--- config.mk ---
export PLATFORM = sky130hd
export DESIGN_NAME = uart_rx_frame
export DESIGN_NICKNAME = d
export VERILOG_FILES = /design/src/rtl/uart_pkg.sv /design/src/rtl/sync_2ff.sv /design/src/rtl/uart_rx_frame.sv
export SDC_FILE = /design/constraint.sdc
export NUM_CORES = 1
export LEC_CHECK = 0
export BUFFER_PORTS_ARGS = -buffer_cell sky130_fd_sc_hd__buf_2
export CORE_AREA = 2 2 69 54
export CTS_CLUSTER_DIAMETER = 60
export DETAILED_ROUTE_END_ITERATION = 8
export DIE_AREA = 0 0 71 56
export HOLD_SLACK_MARGIN = 0.15
export PLACE_DENSITY_LB_ADDON = 0.2
export SLEW_MARGIN = 15
export SYNTH_ARGS = -nofsm -noshare
export SYNTH_HDL_FRONTEND = slang
export SYNTH_SLANG_ARGS = --single-unit
--- constraint.sdc ---
create_clock -name clk -period 1.8 [get_ports clk]
set_input_delay 0.27 -clock clk [delete_from_list [all_inputs] [get_ports clk]]
set_output_delay 0.27 -clock clk [all_outputs]
set_load 0.02 [all_outputs]
--- src/rtl/uart_pkg.sv ---
// Shared types and timing helpers for the UART receive path.
package uart_pkg;

  typedef enum logic [2:0] {
    IDLE,
    START,
    DATA,
    STOP,
    BREAK
  } rx_state_t;

  function automatic int calc_cpb(input int clk_freq, input int baud);
    return clk_freq / baud;
  endfunction

  function automatic int calc_half(input int clk_freq, input int baud);
    return calc_cpb(clk_freq, baud) / 2;
  endfunction

  // Bits needed to hold CPB-1.
  function automatic int cnt_width(input int cpb);
    return (cpb > 1) ? $clog2(cpb) : 1;
  endfunction

endpackage

--- src/rtl/sync_2ff.sv ---
// Two-flop synchronizer for a single asynchronous input bit.
module sync_2ff #(
  parameter logic RESET_VAL = 1'b1
) (
  input  logic clk,
  input  logic rst,
  input  logic d,
  output logic q
);

  logic meta;

  always_ff @(posedge clk) begin
    if (rst) begin
      meta <= RESET_VAL;
      q    <= RESET_VAL;
    end else begin
      meta <= d;
      q    <= meta;
    end
  end

endmodule

--- src/rtl/uart_rx_frame.sv ---
// 8N1 UART receiver: synchronizes rx, samples mid-bit, rejects false starts
// and flags framing errors, holding off in BREAK while the line stays low.
module uart_rx_frame
  import uart_pkg::*;
#(
  parameter int CLK_FREQ = 50_000_000,
  parameter int BAUD     = 115200,
  parameter int D_WIDTH  = 8
) (
  input  logic               clk,
  input  logic               rst,
  input  logic               rx,
  output logic [D_WIDTH-1:0] rx_data,
  output logic               rx_done,
  output logic               frame_err,
  output logic               busy
);

  localparam int CPB  = calc_cpb(CLK_FREQ, BAUD);
  localparam int HALF = calc_half(CLK_FREQ, BAUD);
  localparam int CW   = cnt_width(CPB);
  localparam int BW   = (D_WIDTH > 1) ? $clog2(D_WIDTH) : 1;

  localparam logic [CW-1:0] CPB_LAST  = CW'(CPB - 1);
  localparam logic [CW-1:0] HALF_LAST = CW'(HALF - 1);
  localparam logic [BW-1:0] BIT_LAST  = BW'(D_WIDTH - 1);

  rx_state_t state, state_n;
  logic [CW-1:0]      cnt, cnt_n;
  logic [BW-1:0]      bit_idx, bit_idx_n;
  logic [D_WIDTH-1:0] shreg, shreg_n;
  logic [D_WIDTH-1:0] data_n;
  logic               done_n, err_n;
  logic               rx_s;

  sync_2ff #(.RESET_VAL(1'b1)) u_sync (
    .clk (clk),
    .rst (rst),
    .d   (rx),
    .q   (rx_s)
  );

  always_ff @(posedge clk) begin
    if (rst) begin
      state     <= IDLE;
      cnt       <= '0;
      bit_idx   <= '0;
      shreg     <= '0;
      rx_data   <= '0;
      rx_done   <= 1'b0;
      frame_err <= 1'b0;
    end else begin
      state     <= state_n;
      cnt       <= cnt_n;
      bit_idx   <= bit_idx_n;
      shreg     <= shreg_n;
      rx_data   <= data_n;
      rx_done   <= done_n;
      frame_err <= err_n;
    end
  end

  always_comb begin
    state_n   = state;
    cnt_n     = cnt;
    bit_idx_n = bit_idx;
    shreg_n   = shreg;
    data_n    = rx_data;
    done_n    = 1'b0;
    err_n     = 1'b0;

    case (state)
      IDLE: begin
        if (!rx_s) begin
          state_n = START;
          cnt_n   = '0;
        end
      end

      // Re-check the start bit at its midpoint; a high line here was a glitch.
      START: begin
        if (cnt == HALF_LAST) begin
          cnt_n     = '0;
          bit_idx_n = '0;
          state_n   = rx_s ? IDLE : DATA;
        end else begin
          cnt_n = cnt + CW'(1);
        end
      end

      DATA: begin
        if (cnt == CPB_LAST) begin
          cnt_n   = '0;
          shreg_n = {rx_s, shreg[D_WIDTH-1:1]};
          if (bit_idx == BIT_LAST) begin
            state_n = STOP;
          end else begin
            bit_idx_n = bit_idx + BW'(1);
          end
        end else begin
          cnt_n = cnt + CW'(1);
        end
      end

      // Leaving at mid stop bit lets an immediately following start edge be seen.
      STOP: begin
        if (cnt == CPB_LAST) begin
          cnt_n = '0;
          if (rx_s) begin
            data_n  = shreg;
            done_n  = 1'b1;
            state_n = IDLE;
          end else begin
            err_n   = 1'b1;
            state_n = BREAK;
          end
        end else begin
          cnt_n = cnt + CW'(1);
        end
      end

      BREAK: begin
        if (rx_s) begin
          state_n = IDLE;
        end
      end

      default: state_n = IDLE;
    endcase
  end

  assign busy = (state != IDLE);

endmodule

== Yosys cells after proc, flatten, opt, wreduce, memory -nomap -nowiden ==
Cells that the tools add are included.
Word-level totals
  flip-flop bits (word level): 35
  output and inout bits: 11
  logic and storage cells: 57
Operators by class
  add/sub/neg operators: 2
  equality and inequality tests: 14
  multiplexer cells: 19
  bitwise logic cells: 2
  reduce and logical (&&, ||, !) cells: 11
Operators with widths (number)
  3-bit 2-to-1 mux: 10
  9-bit 2-to-1 mux: 3
  9-bit one-hot mux with 3 select lines: 1
  3-bit one-hot mux with 5 select lines: 1
  2-bit inequality test, second input constant: 6
  9-bit by 1-bit adder with 9-bit output, second input constant: 1
  9-bit by 8-bit equality test with 1-bit output, second input constant: 1
  9-bit equality test, second input constant: 1
  3-bit by 2-bit equality test with 1-bit output, second input constant: 2
  3-bit equality test, second input constant: 2
  3-bit one-hot mux with 2 select lines: 1
  6-bit AND reduction: 1
  3-bit nonzero test: 2
  2-bit AND reduction: 2
  4-bit AND reduction: 1
  3-bit by 1-bit adder with 3-bit output, second input constant: 1
  3-bit by 1-bit equality test with 1-bit output, second input constant: 1
  3-bit logical NOT: 1
  3-bit AND reduction: 1
  3-bit OR reduction: 1
  1-bit 2-to-1 mux: 2
  2-bit 2-to-1 mux: 1
  2-bit by 1-bit inequality test with 1-bit output, second input constant: 1
  1-bit NOT: 2
  other kinds (2): 2

== Logic depth before layout (Yosys ltp) ==
  depth in word-level cells: 4
  mapped depth: 7

== Cells and area by module ==
From an unflattened synthesis, not the netlist that was laid out.
Unflattened totals
  cell total of the unflattened synthesis: 196
  area, all modules: 1727.9 um^2
Modules (own cells, without submodules)
  uart_rx_frame: times used 1, cells each 192, area an instance 1675.4 um^2, sequential area each 660.6 um^2
  sync_2ff: times used 1, cells each 4, area an instance 52.6 um^2, sequential area each 40.0 um^2

== Least setup slack after synthesis ==
No wires, ideal clock.
  path type: flip-flop to flip-flop
  from: register state[2]
  to: register bit_idx[1]
  library setup time: 0.070 ns
  arrival time: 1.692 ns
  slack: 0.038 ns
  stages on the path, launching flop included: 7
  buffers on the path: 2
  period minus slack after synthesis: 1.762 ns
  cell sequence: dfxtp_1 -> buf_2 -> or3b_1 -> buf_2 -> o21a_4 -> or4_1 -> a21oi_1
On the way
  word-level cells in the longest chain between the ends: 3
  elaborated cells on any way between the ends: 8
  classes of those cells: eq/ne: 5; mux: 1; reduce/logical: 2
RTL lines
  from (decl): RTL line uart_rx_frame.sv:28  | rx_state_t state, state_n;
  from (signal assigned): RTL line uart_rx_frame.sv:53  | state <= state_n;
  3-bit by 2-bit equality test with 1-bit output / 3-bit by 1-bit equality test with 1-bit output (equally long branches): RTL line uart_rx_frame.sv:72  | case (state)
  2-bit inequality test (no source line) / 2-bit nonzero test (equally long branches)
  4-bit AND reduction (no source line)
  to (signal assigned): RTL line uart_rx_frame.sv:55  | bit_idx <= bit_idx_n;
  to (decl): RTL line uart_rx_frame.sv:30  | logic [BW-1:0] bit_idx, bit_idx_n;
Parallel ways exist; a longest one is shown, timed or not.
A chain may end at the register's enable or synchronous reset.

== Worst setup path after layout ==
  from: register state[0]
  to: register bit_idx[2]
Same word-level chain as after synthesis.

==> impl_summary.txt <==
----------------------------------------------------
[Run status]
  Status ... finished clean

[Setup path]
  Endpoint of the lowest-slack register-to-register path ... bit_idx[2]
  Worst R2R Setup Slack ... 0.05 ns
  Cell with the largest stage delay on the worst path ... or4_1
  Type of the setup path with the least slack ... flop to flop
  Critical Path Source Type ... flop
  R2r worst-path depth ... 4
  Start point of the critical path ... state[0]
  CP Buf/Inv Count ... 0
  Data arrival, critical path ... 1.96 ns
  CP cell instances ... or3b_4 -> o21a_4 -> or4_1 -> a21oi_1
  Crit. End Element ... flop
  Critical Path RT ... 2.01 ns
  Reg2reg start ... state[0]
  Crit-path leading delay family ... simple AND/OR/NAND/NOR gates
  Slowest Stage Delay on Critical Path ... 0.48 ns
  Highest fanout seen on the critical path ... 5

[Floorplan]
  Floorplan Core Area ... 3266 µm²
  Core Rows ... 18
  Number of placed I/O pins ... 14
  Die area ... 3976 µm²
  Initial Util ... 50.65%
  Die Ht ... 56 µm
  Chip Width ... 71 µm

[Synth]
  Number of distinct standard cells referenced by the synthesized netlist ... 41
  Yosys Warn Count ... 0
  Post-synthesis compound-gate area fraction ... 13.01%
  Syn Nets ... 189
  Syn Inst Count ... 181
  Top cell type's share of synthesized area ... 42.36%
  Largest cells by area after synthesis ... dfxtp_1, mux2i_1, nor2_1, ha_1, a21oi_1
  Post-Synthesis Mean Instance Area ... 9.139 µm²
  Largest family of logic cells by synthesized area ... simple AND/OR/NAND/NOR gates
  Share of synthesized area occupied by flip-flops and latches ... 42.36%
  Synthesized-area fraction occupied by xor and xnor cells ... 0.5295%
  Library cell occupying the most area in the post-synthesis netlist ... dfxtp_1
  Synthesized-area fraction occupied by adder cells ... 3.782%
  Synthesized flop and latch total ... 35
  Combined area of all synthesized cells ... 1654 µm²
  Portion of netlist area occupied by mux cells ... 11.57%
  Basic-gate share of the synthesized area counting and, or, nand and nor cells ... 25.57%

[STA]
  Clock Skew ... 0.003924 ns
  Slew of the pin with the lowest slew margin ... 0.3190 ns
  Clock period minus final worst setup slack ... 1.749 ns
  Highest clock rate ... 571.7 MHz
  Slew Limit Headroom ... 78.18%
  Final-report hold violation count ... 0
  Hold WS ... 0.1703 ns
  Max-slew violation count ... 0
  Final setup violating endpoints ... 0
  Final cycle utilization of the critical path ... 97.17%
  Setup repair after global routing missed its margin ... true

[GRT]
  Number of global-route vias before repair ... 1389
  Antenna violations before repair ... 0
  GRT Resource Usage Total ... 20.55%
  Pin count of the biggest net entering global routing ... 31
  Met2 routing resource usage after global routing ... 32.18%
  Most Crowded Layer GR ... met2
  Leftover overflow at the end of global routing ... 0
  Global-route wire length before repair ... 6334 µm
  Met1 GRT Util ... 26.06%
  Met3 Resource Use GR ... 6.884%

[Clocking]
  Maximum buffer depth of the clock tree ... 2
  Number of sinks handled by clock tree synthesis ... 35
  Post-CTS setup repair buffer count ... 0
  Insertion delay to the later sink of the worst-skew pair ... 0.29 ns
  Clock input transition at the sequential cells of the worst setup and hold paths ... 0.07 ns
  Clock tree from TritonCTS ... built
  Master cell of the clock root buffer ... clkbuf_8
  Cts bufs inserted ... 5
  Number of H-tree branching levels ... 2
  Hold_buf cts ... 0

[Routing]
  1st-pass router iterations ... 5
  Post-detailed-route DRC marker count ... 0
  Routed vias/inst ... 5.715
  ANT nets after route ... 0
  Average wire per cell in the routed design ... 15.23 µm
  Detailed-route wire length ... 3793 µm
  Number of DRC markers in iteration 0 ... 89
  Detailed-route via count ... 1423

[Placed design]
  Total cell area at the placement stage ... 1881 µm²
  Count of placed standard cells including taps ... 241
  I/O Buffers ... 13
  Gpl congestion ... 0.7515
  Half-perimeter wire length of the detailed placement result ... 2634 µm

[Power]
  Power share of the clock group ... 44.7%
  Switching Share ... 21.90%
  Largest vdd supply drop ... 0.6791 mV
  Internal power ... 1.228 mW
  PwrDens ... 770.7 nW/µm²
  P_sw ... 0.3441 mW
  LEAKAGE ... 0.7991 nW
  Combinational group share of total power ... 5.4%
  Reg power frac ... 49.9%

[Finish]
  Total of fill cells in the finished design ... 292
  Final layout net count ... 216
  Multi-input logic area ... 944.7 µm²
  Antenna cells ... 0
  Post-layout instance count excluding filler cells ... 249
  Cell area after layout ... 2039 µm²
  Share of post-route cells with drive strength above 1 ... 26.79%
  Storage cell area ... 703.2 µm²
  Area Overhead vs Synth ... 23.30%

[Hold path]
  Worst Hold Endpoint ... u_sync.meta
  Type of the most critical hold path ... input pin to flop
  Hold Startpoint ... rx
  Depth of the worst hold-timing path ... 2

[Flow run]
  Number of violations of the max-capacitance limit ... 0

----------------------------------------------------
==> cells in the final DEF, fill, tap and decap left out, types with 2 or more instances in the layout <==
| master | netlist | layout |
|---|---|---|
| a21oi_1 | 12 | 10 |
| a21oi_2 | 1 | 2 |
| and2_1 | 2 | 2 |
| buf_12 | 0 | 2 |
| buf_2 | 3 | 13 |
| buf_4 | 0 | 15 |
| clkbuf_8 | 0 | 5 |
| dfxtp_1 | 35 | 33 |
| dfxtp_2 | 0 | 2 |
| ha_1 | 5 | 5 |
| inv_1 | 3 | 3 |
| mux2i_1 | 18 | 18 |
| nand2_1 | 14 | 14 |
| nand2b_1 | 2 | 2 |
| nand3_1 | 2 | 2 |
| nor2_1 | 21 | 21 |
| nor2b_1 | 3 | 3 |
| nor3_1 | 8 | 8 |
| nor3_4 | 2 | 2 |
| nor4_1 | 3 | 3 |
| o21a_1 | 2 | 2 |
| o21ai_0 | 2 | 2 |
| o22ai_1 | 8 | 8 |
| o31a_1 | 2 | 2 |
| o31ai_1 | 2 | 2 |
| or2_2 | 2 | 2 |
| or2b_1 | 2 | 2 |
| or3b_4 | 0 | 2 |
| or4_1 | 3 | 3 |
==> cell usage after synthesis, drive strengths merged <==
cell     instances
a21oi           13
or4              3
xnor2            1
nand2b           2
ha               5
and4             2
nand4            1
or2              2
or2b             2
nor4             3
buf              4
a2111oi          1
nand3            2
a211oi           1
mux2             1
or3b             2
inv              3
nand4b           1
nand2           14
o21a             3
nor2            21
o21ai            2
nor3            10
dfxtp           35
or4b             1
nor2b            3
nor3b            1
a21o             1
mux2i           18
o31a             2
o22ai            8
clkbuf           6
or3              1
and2             2
nor4b            2
o31ai            2
==> worst max path at each step <==
stage / depth (start not counted) / slack (ns) / end
after floorplan: 6 / 0.04 / bit_idx[1]
after global placement: 4 / 0.09 / state[0]
after detailed placement: 6 / -0.05 / bit_idx[1]
after CTS: 5 / 0.02 / rx_data[1]
after global routing: 7 / -0.001 / rx_data[1]
final: 4 / 0.05 / bit_idx[2]
==> stage by stage <==
step	utilization, %	setup slack, ns	setup TNS (ns)	total power [mW]
floorplan	-	0.03787	0	0.8534
global placement	57.59	0.08506	0	0.8780
detailed placement	57.59	-0.04964	-0.09040	0.8814
CTS	61.57	0.01754	0	1.586
global route	62.45	-0.001082	-0.001082	1.644
finish	62.45	0.05091	0	1.572
==> timing repair <==
item,in CTS,in global routing
pin swaps,0,2
endpoints found under the setup margin,2,16
gates resized for setup,4,7
==> registers in the layout, summed over array words and instances, names as in the netlist <==
name         cells
u_sync.meta      1
rx_done          1
shreg            8
cnt              9
bit_idx          3
state            3
frame_err        1
rx_data          8
u_sync.q         1
==> per-layer routing <==
metal	wire, µm	vias to the layer above	part of all wire (%)
met1	1754	674	46
met4	82	0	2.2
li1	-	703	-
met5	0	-	0
met2	1805	36	48
met3	149	10	3.9
==> cells by family (layout without fill, tap and decap cells) <==
family | after synthesis | after routing
AND/OR/NAND/NOR | 75 | 75
flip-flops | 35 | 35
AO/OA/AOI/OAI | 33 | 33
multiplexers | 19 | 19
buffers and inverters | 13 | 41
adder cells (fa/ha/maj) | 5 | 5
XOR/XNOR | 1 | 1
==> area by class of cell <==
cell class	count	share of cell area [%]
multi-input combinational	133	46.32
sequential	35	34.48
timing repair buffer	30	10.67
clock buffer	5	3.374
tap	40	2.454
clock inverter	3	2.147
inverter	3	0.5521
==> power groups by stage <==
| stage | sequential (mW) | clock (mW) | combinational [mW] |
|---|---|---|---|
| after floorplan | 0.802 | 0 | 0.0511 |
| after global placement | 0.801 | 0 | 0.0767 |
| after detailed placement | 0.802 | 0 | 0.0798 |
| after CTS | 0.784 | 0.721 | 0.0817 |
| after global routing | 0.784 | 0.766 | 0.0941 |
| final | 0.784 | 0.702 | 0.0856 |
(Power assumes the default switching activity.)
